### src/rtl/fetch_unit.sv
// RV32I instruction-fetch stage: fetch PC, fixed-latency imem requests, prefetch FIFO.
// Optional backward-branch static prediction is enabled by defining IF_STATIC_PREDICT_EN.
module fetch_unit #(
  parameter logic [31:0] RESET_PC   = 32'h0000_0000,
  parameter int unsigned FIFO_DEPTH = 2,
  parameter logic [31:0] NOP_INST   = 32'h0000_0013
) (
  input  logic        clk,
  input  logic        reset,
  input  logic        start,
  output logic        imem_req_o,
  output logic [31:0] imem_addr_o,
  input  logic [31:0] imem_rdata_i,
  input  logic        id_stall_i,
  input  logic        redirect_i,
  input  logic [31:0] redirect_pc_i,
  output logic [31:0] inst_o_IF,
  output logic [31:0] pc_o,
  output logic        valid_o,
  output logic        pred_taken_o
);

  localparam int unsigned PW = $clog2(FIFO_DEPTH);
  localparam int unsigned CW = PW + 1;
  localparam logic [CW:0] DEPTH_C = (CW + 1)'(FIFO_DEPTH);

  logic [31:0]   fetch_pc, next_fetch_pc;
  logic          inflight, inflight_kill;
  logic [31:0]   inflight_pc;
  logic [CW-1:0] count;
  logic [PW-1:0] rd_ptr, wr_ptr;
  logic [31:0]   fifo_inst [FIFO_DEPTH];
  logic [31:0]   fifo_pc   [FIFO_DEPTH];
  logic          pop, push, issue, resp_ok, resp_pred;
  logic [CW:0]   credit;
  logic          unused_bits;

  assign unused_bits = ^redirect_pc_i[1:0];

  assign valid_o = (count != '0);
  assign pop     = valid_o && !id_stall_i;
  // Slots already committed (queued + in flight), minus the one ID frees this cycle.
  assign credit  = {1'b0, count} + (CW + 1)'(inflight) - (CW + 1)'(pop);
  assign issue   = start && reset && !redirect_i && (credit < DEPTH_C);
  assign resp_ok = inflight && !inflight_kill;
  assign push    = resp_ok && !redirect_i;

  assign imem_req_o  = issue;
  assign imem_addr_o = fetch_pc;

`ifdef IF_STATIC_PREDICT_EN
  logic [31:0] pred_target;
  logic        fifo_pred [FIFO_DEPTH];

  assign resp_pred   = resp_ok && (imem_rdata_i[6:0] == 7'b1100011) && imem_rdata_i[31];
  assign pred_target = inflight_pc + {{20{imem_rdata_i[31]}}, imem_rdata_i[7],
                                      imem_rdata_i[30:25], imem_rdata_i[11:8], 1'b0};
  assign pred_taken_o = valid_o ? fifo_pred[rd_ptr] : 1'b0;

  always_ff @(posedge clk) begin
    if (push) fifo_pred[wr_ptr] <= resp_pred;
  end
`else
  assign resp_pred    = 1'b0;
  assign pred_taken_o = 1'b0;
`endif

  always_comb begin
    next_fetch_pc = fetch_pc;
    if (redirect_i)
      next_fetch_pc = {redirect_pc_i[31:2], 2'b00};
`ifdef IF_STATIC_PREDICT_EN
    else if (resp_pred)
      next_fetch_pc = pred_target;
`endif
    else if (issue)
      next_fetch_pc = fetch_pc + 32'd4;
  end

  always_ff @(posedge clk or negedge reset) begin
    if (!reset) begin
      fetch_pc      <= RESET_PC;
      inflight      <= 1'b0;
      inflight_pc   <= '0;
      inflight_kill <= 1'b0;
      count         <= '0;
      rd_ptr        <= '0;
      wr_ptr        <= '0;
    end else begin
      fetch_pc      <= next_fetch_pc;
      inflight      <= issue;
      inflight_kill <= issue && resp_pred;
      if (issue) inflight_pc <= fetch_pc;
      if (redirect_i) begin
        count  <= '0;
        rd_ptr <= '0;
        wr_ptr <= '0;
      end else begin
        if (pop)  rd_ptr <= rd_ptr + PW'(1);
        if (push) wr_ptr <= wr_ptr + PW'(1);
        count <= count + CW'(push) - CW'(pop);
      end
    end
  end

  always_ff @(posedge clk) begin
    if (push) begin
      fifo_inst[wr_ptr] <= imem_rdata_i;
      fifo_pc[wr_ptr]   <= inflight_pc;
    end
  end

  assign inst_o_IF = valid_o ? fifo_inst[rd_ptr] : NOP_INST;
  assign pc_o      = valid_o ? fifo_pc[rd_ptr]   : 32'h0;

endmodule
### config.mk
export PLATFORM = sky130hd
export DESIGN_NAME = fetch_unit
export DESIGN_NICKNAME = d
export VERILOG_FILES = /design/src/rtl/fetch_unit.sv
export SDC_FILE = /design/constraint.sdc
export NUM_CORES = 1
export LEC_CHECK = 0
export CAP_MARGIN = 20
export CORE_MARGIN = 5
export CORE_UTILIZATION = 50
export CTS_CLUSTER_SIZE = 24
export DETAILED_ROUTE_END_ITERATION = 8
export HOLD_SLACK_MARGIN = 0.12
export PLACE_DENSITY_LB_ADDON = 0.3
export SYNTH_ARGS = -nofsm -noshare
export SYNTH_HDL_FRONTEND = slang
export SYNTH_SLANG_ARGS = --single-unit
### constraint.sdc
create_clock -name clk -period 10.7 [get_ports clk]
set_clock_uncertainty 0.05 [all_clocks]
set_input_delay 2.675 -clock clk [delete_from_list [all_inputs] [get_ports clk]]
set_output_delay 2.675 -clock clk [all_outputs]
set_load 0.02 [all_outputs]
==> impl_metrics.env, run 1 <==
export IMPL_status="finished clean"
export IMPL_area_growth_pct=30.2
export IMPL_drcViolationCount=0
export IMPL_die_x_um=136
export IMPL_place_area_um2=9660
export IMPL_viasPerCell=5.37
export IMPL_ys_flop_type="edfxtp_1"
export IMPL_min_path_type="reg2reg"
export IMPL_crit_type="in2out"
export IMPL_fp_dieH_um=136
export IMPL_n_antenna_cell=0
export IMPL_drive_above_1_share_pct=6.38
export IMPL_gp_congestion=0.890
export IMPL_cts_tree="done"
export IMPL_ys_ff_latch=189
export IMPL_drv_cap=0
export IMPL_leakage_nw=3.76
export IMPL_start_util_pct=51.4
export IMPL_final_hold_violation_count=0
export IMPL_syn_inst=631
export IMPL_root_buffer="clkbuf_16"
export IMPL_p_per_area_nw_per_um2=227
export IMPL_placementRows=45
export IMPL_final_setup_viol_count=0
export IMPL_fin_crit_sh_pct=78.7
export IMPL_multi_input_area_um2=2360
export IMPL_setup_worst_path_start="id_stall_i"
export IMPL_synthTopCellsByArea="edfxtp_1 47%, dfrtp_1 21%, mux2i_1 8.1%"
export IMPL_regToRegSetupSlack_ns=6.38
export IMPL_drt_iter0_drc=413
export IMPL_h_tree_depth=4
export IMPL_wl_per_cell_um=17.0
export IMPL_synth_seq_area_share_pct=67.9
export IMPL_drtPass1Iterations=7
export IMPL_cts_sinks=189
export IMPL_end_kind="output port"
export IMPL_ys_warn_count=0
export IMPL_reg2reg_from="count[1]"
export IMPL_cts_made_buffers=17
export IMPL_die_area_um2=18400
export IMPL_postCtsHoldBufs=0
export IMPL_grt_ovfl_total=0
export IMPL_fillers=1129
export IMPL_ff2ff_path_depth=14
export IMPL_ctsResizeCount=0
export IMPL_grt_pass1_vias=5347
export IMPL_wl_um=17200
export IMPL_final_area_um2=10300
export IMPL_start_kind="input pin"
export IMPL_worst_pin_slew_ns=1.09
export IMPL_avgSynthCellArea_um2=12.5
export IMPL_path_clk_slew_ns=0.06
export IMPL_port_buffers=160
export IMPL_synth_cell_types=48
export IMPL_clk_latency_ns=0.42
export IMPL_cts_setup_buffers=0
export IMPL_vias=5426
export IMPL_fin_nets=859
export IMPL_dp_hpwl_um=11300
export IMPL_netlist_area_leader_share_pct=47.3
export IMPL_grt_max_degree=67
export IMPL_grt_pass1_wl_um=27200
export IMPL_ir_worst_vdd_mv=0.150
export IMPL_seq_area_um2=5350
export IMPL_core_area_um2=15300
export IMPL_track_usage_pct=18.8
export IMPL_synth_edf_count=124
export IMPL_endpoint="imem_req_o"
export IMPL_slew_headroom_pct=27.2
export IMPL_drv_slew=0
export IMPL_max_freq_mhz=119
export IMPL_finalSetupTns_ns=0
export IMPL_worstPathRequired_ns=7.98
export IMPL_ioPinCount=168
export IMPL_min_period_ns=8.43
export IMPL_reg2reg_to="imem_addr_o[17]"
export IMPL_antenna_left=0
export IMPL_rsz0062_at_grt="no"
export IMPL_clockBufferDepth=2
export IMPL_netlist_area_um2=7880
export IMPL_worst_ep_arrival_time_ns=5.70
export IMPL_synth_area_leader_cell="edfxtp_1"
export IMPL_path_max_fanout=57
export IMPL_antenna_found_initial=0
export IMPL_synthArstFlopShare_pct=34.4
power breakdown:
| group | switching, mW | total (mW) | internal [mW] |
|---|---|---|---|
| Sequential | 0.119 | 1.02 | 0.905 |
| Combinational | 0.376 | 0.695 | 0.318 |
| Clock | 0.251 | 0.604 | 0.353 |
stage by stage:
stage	hold slack (ns)	setup slack, ns	power, mW	util [%]	cells
2_1_floorplan	0.392	3.32	1.40	-	635
3_3_place_gp	0.402	2.37	1.71	63.1	977
3_5_place_dp	0.408	2.29	1.74	63.1	977
4_1_cts	0.422	2.27	2.34	66.9	1009
5_1_grt	0.437	2.08	2.44	66.9	1010
6_report	0.421	2.27	2.32	66.9	1010
cell usage in the layout, fill, tap and decap left out, types with 8 or more instances in the layout:
master           netlist  layout
mux2i_1               64      64
clkdlybuf4s50_1        0     159
clkbuf_16              0      18
o211ai_1              10      10
o311ai_0              13      13
inv_1                  8       8
nor2_1                78      76
dfrtp_1               65      64
edfxtp_1             124     124
nand2_1              131     131
nand3_1               16      16
o21ai_0               21      21
worst min path at each step:
stage / to / from / slack [ns] / cells after the start
after CTS: fifo_pc[1][24] / inflight_pc[24] / 0.42 / 0
after global placement: fifo_pc[0][10] / inflight_pc[10] / 0.40 / 0
after global routing: fifo_pc[0][5] / inflight_pc[5] / 0.44 / 0
after detailed placement: fifo_pc[0][7] / inflight_pc[7] / 0.41 / 0
final: fifo_pc[1][24] / inflight_pc[24] / 0.42 / 0
after floorplan: fifo_pc[0][10] / inflight_pc[10] / 0.39 / 0
per-layer routing:
layer	share of wire [%]	global-route usage, %	vias up
met3	7.2	4.16	20
met5	0	0	-
li1	-	-	2561
met1	44	24.9	2604
met4	1.6	6.66	0
met2	48	30.9	241
state kept, by name (all words and copies together), names as in the netlist:
signal,cells
inflight_pc,30
fifo_inst,64
wr_ptr,1
rd_ptr,1
fifo_pc,60
imem_addr_o,30
inflight,1
count,2
cell families after synthesis:
logic type | count (synthesis) | synth area share, %
flip-flops | 189 | 67.9
multiplexers | 64 | 8.13
XOR/XNOR | 9 | 1.00
other | 1 | 0.0476
AND/OR/NAND/NOR | 256 | 14.2
buffers and inverters | 44 | 2.49
adder cells (fa/ha/maj) | 4 | 0.731
AO/OA/AOI/OAI | 64 | 5.47
worst max-delay path: stages:
cell and delay, ns:
clkdlybuf4s50_1 0.45, nor3_1 0.32, o21ai_0 0.18, fa_1 0.52
nand4b_1 0.13, or2_2 0.34, buf_4 0.31, inv_1 0.14
clkdlybuf4s50_1 0.61
Yosys cell counts (all sizes together) (7+ instances only):
library cell  instances
nand3                17
nor2                 78
inv                   8
dfrtp                65
clkbuf               18
o311ai               13
nand2               131
buf                  18
mux2i                64
o21ai                22
nand4                 7
edfxtp              124
o211ai               10
layout make-up:
| type | count | area share [%] |
|---|---|---|
| clock buffer | 23 | 4.87 |
| clock inverter | 9 | 0.818 |
| inverter | 8 | 0.293 |
| multi-input combinational | 402 | 23.0 |
| sequential | 189 | 52.2 |
| tap | 211 | 2.58 |
| timing repair buffer | 168 | 16.2 |
No activity file was read; power rests on OpenSTA's default activity.
==> run 2, diff against run 1 <==
- CORE_UTILIZATION: 50 -> 46
- clock period: 10.7 -> 7.2 ns (I/O delays scaled with it)
==> impl_metrics.env, run 2 (synthesis gave the netlist of run 1 again) <==
export IMPL_drive_above_1_share_pct=6.75
export IMPL_leakage_nw=3.77
export IMPL_wl_per_cell_um=17.3
export IMPL_met1_length_um=7850
export IMPL_start_kind="input pin"
export IMPL_crit_chain="clkdlybuf4s50_1 > nor3_1 > o21ai_0 > fa_1 > nand4b_1 > or2_2 > inv_1 > clkdlybuf4s50_1"
export IMPL_instances_no_fill=1020
export IMPL_regToRegSetupSlack_ns=3.74
export IMPL_min_path_type="reg2reg"
export IMPL_cpMostUsedCell="clkdlybuf4s50_1"
export IMPL_grt_pass1_wl_um=28600
export IMPL_whs_path_depth=0
export IMPL_slew_headroom_pct=33.0
export IMPL_setup_worst_path_start="id_stall_i"
export IMPL_n_antenna_cell=0
export IMPL_post_route_util_pct=61.6
export IMPL_cts_tree="done"
export IMPL_status="finished clean"
export IMPL_ff2ff_path_depth=11
export IMPL_grt_pass1_vias=5460
export IMPL_reg2reg_to="imem_addr_o[21]"
export IMPL_dr_wl_met2_um=8260
export IMPL_multi_input_area_um2=2360
export IMPL_die_x_um=141
export IMPL_dp_hpwl_um=11800
export IMPL_drv_cap=0
export IMPL_drt_iter0_drc=433
export IMPL_crit_slowest_cell="clkdlybuf4s50_1"
export IMPL_start_util_pct=47.2
export IMPL_core_area_um2=16700
export IMPL_gp_congestion=0.868
export IMPL_finalSetupTns_ns=0
export IMPL_drcViolationCount=0
export IMPL_path_buf_inv=3
export IMPL_placementRows=47
export IMPL_final_setup_viol_count=0
export IMPL_die_area_um2=19800
export IMPL_ctsResizeCount=0
export IMPL_antenna_left=0
export IMPL_reg2reg_from="count[1]"
export IMPL_root_buffer="clkbuf_16"
export IMPL_seq_area_um2=5350
export IMPL_max_freq_mhz=159
export IMPL_antenna_found_initial=0
export IMPL_top_regs="fifo_inst (64), fifo_pc (60)"
export IMPL_min_period_ns=6.29
export IMPL_final_common_cell="clkdlybuf4s50_1"
export IMPL_clk_latency_ns=0.43
export IMPL_area_growth_pct=30.6
export IMPL_grt_max_degree=66
export IMPL_routed_wl_met3_um=1340
export IMPL_dp_cells=986
export IMPL_grt_ovfl_total=0
export IMPL_layout_common_cells="159 x clkdlybuf4s50_1, 131 x nand2_1, 124 x edfxtp_1"
export IMPL_final_hold_violation_count=0
export IMPL_postCtsHoldBufs=0
export IMPL_wl_um=17600
export IMPL_ir_worst_vdd_mv=0.181
export IMPL_drtPass1Iterations=6
export IMPL_rsz0062_at_grt="no"
export IMPL_p_per_area_nw_per_um2=337
export IMPL_ioPinCount=168
export IMPL_hold_ws_ns=0.418
export IMPL_worst_ep_arrival_time_ns=4.44
export IMPL_holdPathEnd="fifo_pc[0][19]"
export IMPL_fin_nets=860
export IMPL_clockBufferDepth=2
export IMPL_fp_dieH_um=141
export IMPL_slowest_delay_ns=0.63
export IMPL_path_clk_slew_ns=0.07
export IMPL_vias=5417
export IMPL_highest_layer="met4"
export IMPL_worst_pin_slew_ns=1.01
export IMPL_fillers=1307
export IMPL_cts_setup_buffers=0
export IMPL_track_usage_pct=18.2
export IMPL_hold_start="inflight_pc[19]"
export IMPL_viasPerCell=5.31
export IMPL_fin_crit_sh_pct=87.4
export IMPL_drv_slew=0
export IMPL_port_buffers=160
export IMPL_max_flop_register="fifo_inst"
export IMPL_h_tree_depth=4
export IMPL_largest_register_ffs=64
export IMPL_end_kind="output port"
export IMPL_cts_sinks=189
export IMPL_path_max_fanout=3
export IMPL_crit_type="in2out"
export IMPL_cts_made_buffers=17
export IMPL_worstPathRequired_ns=5.35
export IMPL_cp_top_family="buffers and inverters"
[run 2: cell count changes in the layout (fill, tap and decap cells not counted), sizes merged]
cell	before	now
clkinvlp	2	0
clkbuf	23	18
inv	10	18
buf	9	10
bufinv	1	0
[run 2: cell type report]
class / count / area share (%)
Clock buffer: 18 / 4.27
Timing Repair Buffer: 169 / 16.4
Clock inverter: 14 / 1.39
Sequential cell: 189 / 52.1
Inverter: 8 / 0.292
Multi-Input combinational cell: 402 / 22.9
Tap cell: 220 / 2.68
[run 2: worst max path at each step]
stage / end / slack (ns) / cells after the start
detailed placement: imem_req_o / 0.88 / 8
global placement: imem_req_o / 0.91 / 8
global route: imem_req_o / 0.79 / 8
floorplan: imem_req_o / 1.57 / 8
CTS: imem_req_o / 0.86 / 8
finish: imem_req_o / 0.91 / 8
[run 2: per-layer routing]
layer | up-vias | track usage [%]
met5 | - | 0
met4 | 0 | 5.15
met3 | 20 | 4.44
met2 | 223 | 28.7
met1 | 2601 | 25.5
li1 | 2573 | -
[run 2: power breakdown]
part	total, mW	switching, mW	internal [mW]
Clock	0.908	0.434	0.475
Sequential	1.48	0.140	1.34
Combinational	1.07	0.598	0.476
Total	3.47	1.17	2.30
[run 2: per-stage QoR]
stage / cell area, um^2 / setup slack (ns) / power, mW
finish: 10300 / 0.905 / 3.47
global route: 10300 / 0.792 / 3.66
CTS: 10200 / 0.864 / 3.50
detailed placement: 9670 / 0.877 / 2.59
global placement: 9670 / 0.909 / 2.55
floorplan: 7890 / 1.57 / 2.08
